**src/rtl/csat_sweep_pkg.sv**
```systemverilog
// Shared types and limits for the CSAT exhaustive-sweep controller.
package csat_sweep_pkg;

  typedef enum logic [1:0] {
    IDLE  = 2'd0,
    SWEEP = 2'd1,
    DRAIN = 2'd2,
    DONE  = 2'd3
  } state_t;

  localparam int MAX_ORACLE_LAT = 7;

endpackage

```
**src/rtl/csat_delay_line.sv**
```systemverilog
// Valid/data shift register that realigns issued candidates with the oracle's late sat result.
module csat_delay_line #(
  parameter int W     = 8,
  parameter int DEPTH = 1
) (
  input  logic         clk,
  input  logic         reset,
  input  logic         flush,
  input  logic         in_vld,
  input  logic [W-1:0] in_data,
  output logic         out_vld,
  output logic [W-1:0] out_data,
  output logic         any_vld
);

  if (DEPTH == 0) begin : g_wire
    assign out_vld  = in_vld;
    assign out_data = in_data;
    assign any_vld  = 1'b0;
  end else begin : g_shift
    logic [DEPTH-1:0] vld_sr;
    logic [W-1:0]     data_sr [DEPTH];

    always_ff @(posedge clk or posedge reset) begin
      if (reset) begin
        vld_sr <= '0;
      end else if (flush) begin
        vld_sr <= '0;
      end else begin
        vld_sr[0] <= in_vld;
        for (int i = 1; i < DEPTH; i++) vld_sr[i] <= vld_sr[i-1];
      end
    end

    // Data only matters while its valid is set, so it carries no reset.
    always_ff @(posedge clk) begin
      data_sr[0] <= in_data;
      for (int i = 1; i < DEPTH; i++) data_sr[i] <= data_sr[i-1];
    end

    assign out_vld  = vld_sr[DEPTH-1];
    assign out_data = data_sr[DEPTH-1];
    assign any_vld  = |vld_sr;
  end

endmodule

```
**src/rtl/csat_sweep_controller.sv**
```systemverilog
// Exhaustive-sweep sequencer for a combinational CSAT oracle: issues one candidate per
// cycle, realigns sat through a delay line, stops on the first hit and can resume past it.
module csat_sweep_controller
  import csat_sweep_pkg::*;
#(
  parameter int N_VARS     = 13,
  parameter int ORACLE_LAT = 1
) (
  input  logic              clk,
  input  logic              reset,
  input  logic              start,
  input  logic              next,
  input  logic              abort,
  output logic [N_VARS-1:0] assign_out,
  input  logic              sat_in,
  output logic              busy,
  output logic              done,
  output logic              found,
  output logic [N_VARS-1:0] solution,
  output logic [N_VARS:0]   evaluated
);

  // Latencies beyond the supported range are clamped to the longest line.
  localparam int LAT = (ORACLE_LAT > MAX_ORACLE_LAT) ? MAX_ORACLE_LAT : ORACLE_LAT;
  localparam logic [N_VARS-1:0] ALL_ONES = '1;
  localparam logic [N_VARS:0]   SPACE    = {1'b1, {N_VARS{1'b0}}};

  state_t            state, state_nxt;
  logic [N_VARS-1:0] cand;
  logic              vld_p0;
  logic              tail_vld_p1;
  logic [N_VARS-1:0] tail_cand_p1;
  logic              line_busy;
  logic              active, hit, drained, flush;

  assign active  = (state == SWEEP) || (state == DRAIN);
  assign hit     = active && tail_vld_p1 && sat_in && !abort;
  assign drained = (state == DRAIN) && !vld_p0 && !line_busy;
  assign flush   = abort || hit;

  // Stage p0 is the issue register on assign_out; the line adds LAT stages up to the tail p1.
  csat_delay_line #(
    .W     (N_VARS),
    .DEPTH (LAT)
  ) u_line (
    .clk      (clk),
    .reset    (reset),
    .flush    (flush),
    .in_vld   (vld_p0),
    .in_data  (assign_out),
    .out_vld  (tail_vld_p1),
    .out_data (tail_cand_p1),
    .any_vld  (line_busy)
  );

  always_ff @(posedge clk or posedge reset) begin
    if (reset) state <= IDLE;
    else       state <= state_nxt;
  end

  always_comb begin
    state_nxt = state;
    if (abort) begin
      state_nxt = IDLE;
    end else begin
      case (state)
        IDLE:  if (start) state_nxt = SWEEP;
        SWEEP: if (hit) state_nxt = DONE;
               else if (cand == ALL_ONES) state_nxt = DRAIN;
        DRAIN: if (hit || drained) state_nxt = DONE;
        DONE:  if (start) state_nxt = SWEEP;
               else if (next && found && solution != ALL_ONES) state_nxt = SWEEP;
        default: state_nxt = IDLE;
      endcase
    end
  end

  always_comb begin
    busy = active;
    done = (state == DONE);
  end

  always_ff @(posedge clk or posedge reset) begin
    if (reset) begin
      assign_out <= '0;
      vld_p0     <= 1'b0;
      cand       <= '0;
      found      <= 1'b0;
      solution   <= '0;
      evaluated  <= '0;
    end else if (abort) begin
      assign_out <= '0;
      vld_p0     <= 1'b0;
      found      <= 1'b0;
      solution   <= '0;
    end else begin
      vld_p0 <= 1'b0;
      case (state)
        IDLE: begin
          assign_out <= '0;
          if (start) begin
            cand      <= '0;
            evaluated <= '0;
          end
        end
        SWEEP, DRAIN: begin
          if (tail_vld_p1) evaluated <= evaluated + 1'b1;
          if (hit) begin
            found    <= 1'b1;
            solution <= tail_cand_p1;
          end else if (state == SWEEP) begin
            assign_out <= cand;
            vld_p0     <= 1'b1;
            cand       <= cand + 1'b1;
          end else if (drained) begin
            found     <= 1'b0;
            evaluated <= SPACE;
          end
        end
        DONE: begin
          if (start) begin
            cand      <= '0;
            evaluated <= '0;
            found     <= 1'b0;
          end else if (next && found) begin
            // Resuming past the last candidate leaves nothing to search: report exhaustion.
            found <= 1'b0;
            cand  <= solution + 1'b1;
          end
        end
        default: ;
      endcase
    end
  end

endmodule
```
**config.mk**
```make
export PLATFORM = sky130hd
export DESIGN_NAME = csat_sweep_controller
export DESIGN_NICKNAME = d
export VERILOG_FILES = /design/src/rtl/csat_sweep_pkg.sv /design/src/rtl/csat_delay_line.sv /design/src/rtl/csat_sweep_controller.sv
export SDC_FILE = /design/constraint.sdc
export NUM_CORES = 1
export LEC_CHECK = 0
export ABC_AREA = 0
export ABC_CLOCK_PERIOD_IN_PS = 2000
export BUFFER_PORTS_ARGS = -buffer_cell sky130_fd_sc_hd__buf_2
export CORE_UTILIZATION = 40
export CTS_BUF_LIST = sky130_fd_sc_hd__clkbuf_16
export CTS_CLUSTER_DIAMETER = 60
export DETAILED_ROUTE_END_ITERATION = 7
export GPL_TIMING_DRIVEN = 0
export PLACE_DENSITY = 0.73
export SLEW_MARGIN = 20
export SYNTH_ARGS = -nofsm -noshare
export SYNTH_HDL_FRONTEND = slang
export SYNTH_SLANG_ARGS = --single-unit
export TNS_END_PERCENT = 50
```
**constraint.sdc**
```tcl
create_clock -name clk -period 2 [get_ports clk]
set_input_delay 0.1 -clock clk [delete_from_list [all_inputs] [get_ports clk]]
set_output_delay 0.1 -clock clk [all_outputs]
set_load 0.05 [all_outputs]
```
==> reports/metrics.csv <==
metric,value,unit
timing_hold_violations_final,0,
fin_skew,0.00579,ns
synth_edf_count,0,
grt_first_pass_wirelength,14.6,mm
num_antenna_cells,0,
synth_top_area_frac,0.421,
wl,9.20,mm
synth-async-reset-ratio,0.817,
ir_drop,0.643,mV
grt_max_degree,58,
ys_types,59,
end_kind,flip-flop,
io_pins,49,
tightestPinTransition,0.658,ns
antenna_left,0,
die_area,9000,µm²
cts_tree,yes,
leakage,1.99,nW
outcome,completed,
vias_per_cell,5.78,
clkLatencyLatePin,0.34,ns
synth_top_family_by_area,compound AO/OA/AOI/OAI gates,
cts_max_level,3,
track_usage,0.217,
dr.pass1.iters,5,
area_delta_synth_final,28.7,%
drc_errors,0,
slew_viol_final,0,
dpl.hpwl,5.83,mm
grt.overflow.total,0,
placed_cells,505,
startpoint_type,flip-flop,
rows,33,
wl_per_cell,17.3,µm
synth_adder_area_share,0.0290,
core_region_area,8300,µm²
syn_nets,365,
drv_cap,0,
critPathMaxFanout,5,
ys_ff_latch,71,
fillCellCount,738,
vias,3079,
grt_setup_unrepaired,yes,
syn_area,3450,µm²
path_class,flip-flop to flip-flop,
cts_buffers,9,
period_share,0.975,
syn_area_per_cell,9.82,µm²
yosys.area_share.simple,0.190,
busiest_layer,met2,
regToRegSetupSlack,0.05,ns
layoutNonFillerInstCount,533,
use_met1,0.278,
ys_seq_area_frac,0.496,
layout_setup_ws,0.0504,ns
die_w,94.9,µm
cts.sinks,71,
path_clk_slew,0.06,ns
use_met2,0.336,
die_y,94.9,µm
cts_root_buf,clkbuf_16,
worstHoldPathType,primary input to asynchronous set/reset pin,
met3_usage,0.0548,
synth_mux_area_frac,0.00653,
dp_slack,-0.355,ns
post-route-util,0.535,
slowest_delay,0.42,ns
crit_chain,inv_2 > ha_4 > inv_2 > a221o_1 > nor2_4 > clkbuf_16 > o21ai_1 > a22o_1,
setup_viol,0,
cts_buffer_depth,2,
first_iter_violations,195,
syn_inst,351,
grt_pass1_vias,2859,
gp_congestion,0.864,
arrival,2.18,ns
crit_top_cell,inv_2,
synth_compound_area_frac,0.209,
fin_crit,1.95,ns
slew_headroom,0.561,
layout-drive-gt1-share,0.290,
antenna_found_initial,0,
yosysTopAreaCell,dfrtp_1,
start_util,0.415,
crit_required,2.23,ns
power_density,1070,nW/µm²
fmax,0.513,GHz
synthTopCellsByArea,"dfrtp_1, dfxtp_1, a22o_1, nand2_1, ha_1",
port_buffers,48,
synth_ff_type,dfrtp_1,
fin_nets,437,
synth_warnings,0,
cp_slowest_cell,a221o_1,
synth_xor_area_frac,0.0330,
[stage by stage]
| stage | total power (W) | instance area, µm² | hold WS [ns] | TNS, ns |
|---|---|---|---|---|
| floorplan | 0.00245 | 3470 | 0.333 | 0 |
| global placement | 0.00273 | 3840 | 0.378 | -24.84 |
| detailed placement | 0.00275 | 3870 | -0.0288 | -7.56 |
| CTS | 0.00462 | 4310 | 0.161 | -0.0307 |
| global route | 0.00495 | 4440 | 0.172 | -0.121 |
| finish | 0.00476 | 4440 | 0.166 | 0 |
[worst paths after layout]
check,startpoint,cells past startpoint,end
setup / recovery,state[1],8,cand[2]
hold / removal,reset,3,solution[1]
setup reg to reg,state[1],8,cand[2]
hold reg to reg,assign_out[12],0,u_line.g_shift.data_sr[0][12]
max in group asynchronous,reset,4,state[0]
min in group clk,start,4,cand[12]
[Yosys cell counts (6+ instances only)]
library cell  count
a21oi_1          19
a22o_1           22
and3_1            6
clkbuf_1         11
dfrtp_1          58
dfxtp_1          13
ha_1              8
inv_1            10
nand2_1          49
nand3_1          15
nand4_1           8
nor2_1           12
nor3_1            7
o21ai_0          16
o21ai_1          13
o31ai_1           6
xor2_1           10
[critical path, delay by kind of cell (launching register included)]
kind | cells | cell delay (ns)
adder cells (fa/ha/maj) | 1 | 0.18
flip-flops | 1 | 0.41
AO/OA/AOI/OAI | 3 | 0.68
AND/OR/NAND/NOR | 1 | 0.21
buffers and inverters | 3 | 0.35
[sequential cells by signal (all words and copies together), names as in the netlist]
| register | count |
|---|---|
| cand | 13 |
| u_line.any_vld | 1 |
| evaluated | 14 |
| vld_p0 | 1 |
| state | 2 |
| assign_out | 13 |
| solution | 13 |
| found | 1 |
| u_line.g_shift.data_sr | 13 |
[logic make-up after synthesis]
group	count (synthesis)
simple gates	123
mux	2
buf+inv	28
compound gates	106
flops	71
xor+xnor	13
fa+ha+maj	8
[metal layers]
layer,routed length (µm),up-vias
li1,-,1429
met1,4030,1497
met2,4290,132
met3,620,21
met4,262,0
met5,0,-
[placed cells by master (no fill, tap or decap), drive strengths merged, types with 3 or more instances in the layout]
| master | synthesis | final |
|---|---|---|
| buf | 6 | 68 |
| dfrtp | 58 | 58 |
| nand2 | 50 | 50 |
| o21ai | 29 | 29 |
| a22o | 23 | 23 |
| a21oi | 19 | 19 |
| clkbuf | 11 | 18 |
| nand3 | 17 | 17 |
| dfxtp | 13 | 13 |
| nor2 | 13 | 13 |
| inv | 11 | 12 |
| xor2 | 10 | 10 |
| nand4 | 9 | 9 |
| nor3 | 8 | 8 |
| ha | 8 | 8 |
| and3 | 7 | 7 |
| o31ai | 6 | 6 |
| o22ai | 5 | 5 |
| o32ai | 4 | 4 |
| nand3b | 3 | 3 |
| o41ai | 3 | 3 |
| xnor2 | 3 | 3 |
| clkinvlp | 0 | 3 |
| nor4 | 3 | 3 |
[area by class of cell]
class | count | area [µm²] | area share
timing repair buffer | 61 | 378 | 0.0851
clock inverter | 7 | 96.3 | 0.0217
sequential | 71 | 1720 | 0.387
inverter | 11 | 48.8 | 0.0110
buffer | 17 | 114 | 0.0256
clock buffer | 9 | 225 | 0.0507
tap | 105 | 131 | 0.0296
multi-input combinational | 252 | 1730 | 0.389
[where the power goes]
group	total, W	switching (W)	internal, W
registers	0.00157	0.0000767	0.00149
clock network	0.00173	0.000634	0.00109
logic	0.00147	0.000914	0.000556
total	0.00476	0.00162	0.00314
[repair_timing]
action,in CTS,in global routing
setup buffers,2,8
hold buffers,1,0
gates resized for setup,28,17
gates cloned,0,1
endpoints found under the hold margin,58,0
pin swaps,3,8
setup endpoints to repair,47,39
No activity file was read; power rests on OpenSTA's default activity.
